`src/rtl/lvds_input_axi_write.sv`:
```
// AXI4-Lite write slave owning the lvds_input CR/DSIZE registers and the SR.PC clear pulse.
// Latency: AW+W handshaked at edge N -> registers, sr_pc_clr and BVALID change at edge N+1.
// Backpressure: one write in flight; AWREADY/WREADY stay low until BREADY retires the response.
//
// Ports:
//   ACLK, ARESETN            clock (posedge) and asynchronous active-low reset
//   AWADDR/AWVALID/AWREADY   write address channel, only AWADDR[7:0] decoded
//   WDATA/WSTRB/WVALID/WREADY write data channel
//   BRESP/BVALID/BREADY      write response channel (00 OKAY, 10 SLVERR)
//   dsize                    capture size in bytes (word aligned, clamped to DSIZE_MAX)
//   cr_test, cr_rt, cr_ls    CR[0], CR[1], CR[2]
//   sr_pc_clr                single-cycle pulse requesting SR.PC clear
//
// Build option: define LVDS_INPUT_AXI_WSTRB_EN to honour WSTRB byte lanes; when
// undefined every write is a full 32-bit word and WSTRB is ignored.

module lvds_input_axi_write #(
  parameter logic [31:0] DSIZE_RST = 32'd4096,
  parameter logic [31:0] DSIZE_MAX = 32'h00FFFFFC
) (
  input  logic        ACLK,
  input  logic        ARESETN,
  input  logic [31:0] AWADDR,
  input  logic        AWVALID,
  output logic        AWREADY,
  input  logic [31:0] WDATA,
  input  logic [3:0]  WSTRB,
  input  logic        WVALID,
  output logic        WREADY,
  output logic [1:0]  BRESP,
  output logic        BVALID,
  input  logic        BREADY,
  output logic [31:0] dsize,
  output logic        cr_test,
  output logic        cr_rt,
  output logic        cr_ls,
  output logic        sr_pc_clr
);

  localparam logic [7:0] ADDR_CR    = 8'h00;
  localparam logic [7:0] ADDR_SR    = 8'h04;
  localparam logic [7:0] ADDR_DSIZE = 8'h08;

  localparam logic [1:0] RESP_OKAY   = 2'b00;
  localparam logic [1:0] RESP_SLVERR = 2'b10;

  typedef enum logic [2:0] {
    S_IDLE,
    S_WAIT_W,
    S_WAIT_AW,
    S_WRITE,
    S_RESP
  } state_t;

  state_t      state;
  logic [7:0]  addr_q;
  logic [31:0] data_q;

  // Handshakes use the registered READY flops, so an incoming VALID never
  // reaches READY combinationally.
  logic aw_hs;
  logic w_hs;
  assign aw_hs = AWVALID & AWREADY;
  assign w_hs  = WVALID & WREADY;

`ifdef LVDS_INPUT_AXI_WSTRB_EN
  logic [3:0] strb_q;
  logic       unused_bits;
  assign unused_bits = ^AWADDR[31:8];
`else
  logic unused_bits;
  assign unused_bits = ^{AWADDR[31:8], WSTRB};
`endif

  // Effect of the latched write, evaluated while in WRITE.
  logic [3:0]  strb_eff;
  logic        addr_hit;
  logic [2:0]  cr_next;
  logic [31:0] ds_merged;
  logic [31:0] ds_aligned;
  logic [31:0] ds_next;
  logic        pc_req;

  always_comb begin
`ifdef LVDS_INPUT_AXI_WSTRB_EN
    strb_eff = strb_q;
`else
    strb_eff = 4'hF;
`endif
    addr_hit = (addr_q == ADDR_CR) || (addr_q == ADDR_SR) || (addr_q == ADDR_DSIZE);

    // CR lives entirely in byte lane 0.
    cr_next = strb_eff[0] ? data_q[2:0] : {cr_ls, cr_rt, cr_test};

    // Merge enabled lanes over the current value first, then align and clamp
    // the merged word so a partial write can never leave dsize out of range.
    ds_merged = dsize;
    for (int b = 0; b < 4; b++) begin
      if (strb_eff[b]) begin
        ds_merged[8*b +: 8] = data_q[8*b +: 8];
      end
    end
    ds_aligned = {ds_merged[31:2], 2'b00};
    ds_next    = (ds_aligned > DSIZE_MAX) ? DSIZE_MAX : ds_aligned;

    pc_req = data_q[0] & strb_eff[0];
  end

  always_ff @(posedge ACLK or negedge ARESETN) begin
    if (!ARESETN) begin
      state     <= S_IDLE;
      addr_q    <= '0;
      data_q    <= '0;
`ifdef LVDS_INPUT_AXI_WSTRB_EN
      strb_q    <= '0;
`endif
      AWREADY   <= 1'b0;
      WREADY    <= 1'b0;
      BVALID    <= 1'b0;
      BRESP     <= RESP_OKAY;
      dsize     <= DSIZE_RST;
      cr_test   <= 1'b0;
      cr_rt     <= 1'b0;
      cr_ls     <= 1'b0;
      sr_pc_clr <= 1'b0;
    end else begin
      // Pulse is only ever set on the WRITE -> RESP edge.
      sr_pc_clr <= 1'b0;

      case (state)
        S_IDLE: begin
          if (aw_hs) begin
            addr_q <= AWADDR[7:0];
          end
          if (w_hs) begin
            data_q <= WDATA;
`ifdef LVDS_INPUT_AXI_WSTRB_EN
            strb_q <= WSTRB;
`endif
          end
          if (aw_hs && w_hs) begin
            state   <= S_WRITE;
            AWREADY <= 1'b0;
            WREADY  <= 1'b0;
          end else if (aw_hs) begin
            state   <= S_WAIT_W;
            AWREADY <= 1'b0;
            WREADY  <= 1'b1;
          end else if (w_hs) begin
            state   <= S_WAIT_AW;
            AWREADY <= 1'b1;
            WREADY  <= 1'b0;
          end else begin
            // Also raises READY on the first cycle after reset release.
            AWREADY <= 1'b1;
            WREADY  <= 1'b1;
          end
        end

        S_WAIT_W: begin
          AWREADY <= 1'b0;
          if (w_hs) begin
            data_q <= WDATA;
`ifdef LVDS_INPUT_AXI_WSTRB_EN
            strb_q <= WSTRB;
`endif
            state  <= S_WRITE;
            WREADY <= 1'b0;
          end else begin
            WREADY <= 1'b1;
          end
        end

        S_WAIT_AW: begin
          WREADY <= 1'b0;
          if (aw_hs) begin
            addr_q  <= AWADDR[7:0];
            state   <= S_WRITE;
            AWREADY <= 1'b0;
          end else begin
            AWREADY <= 1'b1;
          end
        end

        S_WRITE: begin
          AWREADY <= 1'b0;
          WREADY  <= 1'b0;
          case (addr_q)
            ADDR_CR: begin
              cr_test <= cr_next[0];
              cr_rt   <= cr_next[1];
              cr_ls   <= cr_next[2];
            end
            ADDR_SR: begin
              sr_pc_clr <= pc_req;
            end
            ADDR_DSIZE: begin
              dsize <= ds_next;
            end
            default: begin
            end
          endcase
          BRESP  <= addr_hit ? RESP_OKAY : RESP_SLVERR;
          BVALID <= 1'b1;
          state  <= S_RESP;
        end

        S_RESP: begin
          if (BREADY) begin
            BVALID  <= 1'b0;
            state   <= S_IDLE;
            AWREADY <= 1'b1;
            WREADY  <= 1'b1;
          end else begin
            AWREADY <= 1'b0;
            WREADY  <= 1'b0;
          end
        end

        default: begin
          state   <= S_IDLE;
          AWREADY <= 1'b0;
          WREADY  <= 1'b0;
          BVALID  <= 1'b0;
        end
      endcase
    end
  end

endmodule
```
`config.mk`:
```
export PLATFORM = sky130hd
export DESIGN_NAME = lvds_input_axi_write
export DESIGN_NICKNAME = d
export VERILOG_FILES = /design/src/rtl/lvds_input_axi_write.sv
export SDC_FILE = /design/constraint.sdc
export NUM_CORES = 1
export LEC_CHECK = 0
export BUFFER_PORTS_ARGS = -buffer_cell sky130_fd_sc_hd__buf_2
export CORE_AREA = 3 3 110 112
export CTS_BUF_LIST = sky130_fd_sc_hd__clkbuf_4
export CTS_CLUSTER_DIAMETER = 60
export DETAILED_ROUTE_END_ITERATION = 8
export DIE_AREA = 0 0 113 115
export GPL_ROUTABILITY_DRIVEN = 0
export HOLD_SLACK_MARGIN = 0.08
export PLACE_DENSITY_LB_ADDON = 0.08
export SYNTH_ARGS = -nofsm -noshare
export SYNTH_HDL_FRONTEND = slang
export SYNTH_SLANG_ARGS = --single-unit
```
`constraint.sdc`:
```
create_clock -name ACLK -period 2.05 [get_ports ACLK]
set_clock_uncertainty 0.1 [all_clocks]
set_input_delay 0.1025 -clock ACLK [delete_from_list [all_inputs] [get_ports ACLK]]
set_output_delay 0.1025 -clock ACLK [all_outputs]
set_load 0.005 [all_outputs]
```
# Yosys cells after proc, flatten, opt, wreduce, memory -nomap -nowiden
# Index checks and enable logic that the tools add are counted.
[totals]
output_inout_bits = 41
wordCells = 61
regBits = 84
input_bits = 73
memories = 0
latchBits = 0
romBits = 0
mem_bits_rw = 0
[op_classes]
n_shift = 0
addsub = 0
order_cmp = 1
reduce_logical = 14
div = 0
eq_ne = 10
bitwise = 3
mul = 0
muxes = 21
[ops]
columns = ["op", "count"]
rows = [
  ["$gt 32x24->1 const B", 1],
  ["$mux 32", 1],
  ["$mux 3", 6],
  ["$pmux 3 s5", 1],
  ["$reduce_and 2->1", 5],
  ["$mux 1", 9],
  ["$pmux 1 s3", 3],
  ["$eq 8x3->1 const B", 1],
  ["$eq 8x4->1 const B", 1],
  ["$logic_not 8->1", 1],
  ["$eq 3x2->1 const B", 2],
  ["$ne 2x2->1 const B", 3],
  ["$ne 4x4->1 const B", 1],
  ["$reduce_and 4->1", 1],
  ["$reduce_or 2->1", 2],
  ["$eq 3x1->1 const B", 1],
  ["$eq 3x3->1 const B", 1],
  ["$logic_not 3->1", 1],
  ["$reduce_or 3->1", 1],
  ["$and 1x1->1", 2],
  ["$logic_or 1x1->1", 2],
  ["$mux 2", 1],
  ["$logic_and 1x1->1", 1],
  ["$not 1->1", 1],
]

# Depth between registers and ports, before layout
[depth]
ltp_word = 5
mapped_depth = 6
mapped_depth_nobuf = 3

# Worst setup path before layout
# No wires, ideal clock.
[synth_path]
path_kind = "reg-to-reg"
from = "register data_q[26]"
to = "register dsize[22]"
t_required_ns = 1.825
stages_incl_launch_ff = 5
slack_ns = 0.205
setup_time_ns = 0.125
arrival_time_ns = 1.620
n_path_buf = 1
synth_period_minus_slack_ns = 1.845
path_cell_list = "dfrtp_1 > or4_4 > buf_6 > or3_1 > mux2_2"
[synth_via]
elab_chain_len = 2
[synth_rtl]
columns = ["element", "line_no", "rtl"]
rows = [
  ["start, declared", "57", "logic [31:0] data_q;"],
  ["start signal, assigned", "113", "data_q <= '0;"],
  ["start signal, assigned", "136", "data_q <= WDATA;"],
  ["start signal, assigned", "163", "data_q <= WDATA;"],
  ["$gt 32x24->1", "104", "ds_next = (ds_aligned > DSIZE_MAX) ? DSIZE_MAX : ds_aligned;"],
  ["$mux 32", "104", ""],
  ["end signal, assigned", "198", "dsize <= ds_next;"],
  ["end, declared", "33", "output logic [31:0] dsize,"],
]
# No other way between the ends.
# A chain may end at the register's enable or synchronous reset.

# Worst setup path after layout
[layout_path]
from = "register data_q[24]"
to = "register dsize[3]"
# The elaborated chain is that of the path after synthesis.

==> impl_metrics.toml <==
[logic_synthesis]
synth_area_um2 = 3260
synthXorXnorAreaFrac_pct = 0
synth_simple_gate_area_share_pct = 10.1
netlist.area_leader.share_pct = 61.5
ys_seq_area_share_pct = 62.3
yosys.cell_types.count = 29
netlist_instances = 228
synth_edf_count = 0
synth_ff_type = "dfrtp_1"
synth_compound_gate_area_share_pct = 1.27
synth_mux_area_share_pct = 23.2
synth_adder_area_share_pct = 0
yosysWarningCount = 0
yosysTopAreaCell = "dfrtp_1"
ys_ff_latch = 81
synth_area_leaders = "dfrtp_1 61%, mux2_2 21%, or3_1 4.2%"
synth_top_family_by_area = "multiplexers"
syn_avg_cell_area_um2 = 14.3
postSynth.asyncResetShare_pct = 100

[pwr]
switchingPower_mw = 1.42
vdd_drop_max_v = 0.000457
finalPower_mw = 4.80
pwr-share-seq_pct = 52.4
comb_power_share_pct = 31.3
switching_share_pct = 29.6
p_leak_nw = 2.14
p_int_mw = 3.38
p_clk_share_pct = 16.3
power.density_nw_per_um2 = 1090

[sta]
setup_slack_ns = 0.0791
setup_violations = 0
rsz0062_at_grt = "true"
fmax_mhz = 507
final.period_utilization_pct = 96.1
min_period_ns = 1.97
worstMarginPinSlew_ns = 0.559
hold_violations = 0
drv_slew = 0
tns_ns = 0
slew_headroom_pct = 62.7

[placed_design]
port_buffers = 82
dp_hpwl_um = 4500
place_area_um2 = 3860
pre_cts_ws_ns = 0.0856

[critical_path]
worstSetupPathType = "reg2reg"
start_kind = "register"
worstPathMaxFanout = 22
critPathArrivalTime_ns = 2.18
r2r_slack_ns = 0.08
cp-end-kind = "register"
rr_startpoint = "data_q[24]$_DFFE_PN0P_"
worstReg2RegEnd = "dsize[3]$_DFFE_PN0P_"
reg2regPathDepth = 3
cp.required_ns = 2.26

[run_status]
outcome = "complete, no violations"

[grt]
grt_usage_pct = 11.4
grt_pass1_vias = 2241
grt_max_degree = 43
overflow = 0
grt_pass1_wl_um = 11500
antenna_found_initial = 0

[floorplan]
die_w_um = 113
fp.coreArea_um2 = 11300
start_util_pct = 28.8
die_h_um = 115
row_count = 39
dieArea_um2 = 13000
io_pins = 114

[routing]
routedWlPerCell_um = 13.5
vias = 2200
route.detailed.drc = 0
wirelength_um = 6880
routed_via_density = 4.32
drtIter0Drc = 67
postRouteAntennaNets = 0
dr.pass1.iters = 3

[clock_tree]
cts_root_buf = "clkbuf_4"
cts_buffer_depth = 2
cts-buffers-inserted = 9
clkSinkCount = 81
htree_levels = 3
cts-resized-gates = 0
tritoncts = "yes"
insertion_delay_ns = 0.42
path_clk_slew_ns = 0.12

[layout]
drive_above_1_share_pct = 46.7
final_cell_mix = "81 x buf_2, 80 x dfrtp_1, 61 x mux2_2, 45 x dlygate4sd3_1, 22 x or3_1"
final_common_cell = "buf_2"
nets = 434
stdcell_area_um2 = 4420
antenna_cells = 0
nFillCells = 1111
syn_to_final_growth_pct = 35.7

[worst_hold_path]
hp-class = "in2async"

[run]
drv_cap = 0
[power by group through the flow]
stage | clock, mW | combinational [mW] | sequential [mW]
finish | 0.782 | 1.50 | 2.51
floorplan | 0 | 0.992 | 2.48
global route | 0.923 | 1.68 | 2.60
CTS | 0.848 | 1.56 | 2.52
global placement | 0 | 1.45 | 2.55
detailed placement | 0 | 1.47 | 2.56
[flip-flops by register name, summed over array words and instances (netlist names), 3 cells and up]
register  flops
state         3
dsize        30
addr_q        8
data_q       32
[critical path, stage by stage (launching register included)]
cell	delay [ns]
dfrtp_1	0.40
or4_4	0.69
or3_1	0.39
mux2_1	0.28
[per-layer routing]
metal / wire, um / vias up / share of wire, % / GRT usage (%)
met5: 0 / - / 0 / 0
met4: 155 / 0 / 2.3 / 6.73
met3: 364 / 10 / 5.3 / 2.79
met2: 3270 / 47 / 47 / 17.6
met1: 3100 / 1073 / 45 / 14.7
li1: - / 1070 / - / -
[cell families after synthesis]
logic type / count (synthesis)
other: 1
AO/OA/AOI/OAI: 6
buffers and inverters: 17
multiplexers: 67
flip-flops: 81
AND/OR/NAND/NOR: 56
[layout make-up]
class	instances	area [um2]	area share [%]
multi-input combinational	132	1140	25.9
sequential	81	2030	45.9
timing repair buffer	137	963	21.8
clock buffer	11	82.6	1.87
tap	143	179	4.05
clock inverter	5	22.5	0.510
[per-stage QoR]
| step | cells | util (%) | hold WS, ns |
|---|---|---|---|
| finish | 509 | 39.0 | 0.111 |
| global route | 509 | 39.0 | 0.145 |
| CTS | 509 | 39.0 | 0.113 |
| detailed placement | 448 | 34.1 | 0.0414 |
| global placement | 448 | 34.1 | 0.0463 |
| floorplan | 230 | - | -0.293 |
[timing repair]
item | CTS | global route
buffers inserted | 0 | 0
endpoints found under the hold margin | 127 | 0
hold buffers | 45 | 0
endpoints found under the setup margin | 0 | 1
[Yosys cell counts (all sizes together), types with 2 or more instances]
cell and instances:
or3 22, nor3 3, buf 11, nand2b 2, nor2 8, a211oi 2, clkbuf 6, dfrtp 80
or4 2, nand4 2, nand2 5, and2 8, mux2 67
[worst max path at each step]
stage | startpoint | endpoint | slack, ns | cells past startpoint
6_report | data_q[24]$_DFFE_PN0P_ | dsize[3]$_DFFE_PN0P_ | 0.08 | 3
5_1_grt | data_q[24]$_DFFE_PN0P_ | dsize[15]$_DFFE_PN0P_ | -0.0001 | 3
4_1_cts | data_q[26]$_DFFE_PN0P_ | dsize[3]$_DFFE_PN0P_ | 0.06 | 3
3_5_place_dp | data_q[26]$_DFFE_PN0P_ | dsize[3]$_DFFE_PN0P_ | 0.09 | 3
3_3_place_gp | data_q[26]$_DFFE_PN0P_ | dsize[3]$_DFFE_PN0P_ | 0.10 | 3
2_1_floorplan | data_q[26]$_DFFE_PN0P_ | dsize[22]$_DFFE_PN0P_ | 0.21 | 4
(Power assumes the default switching activity.)
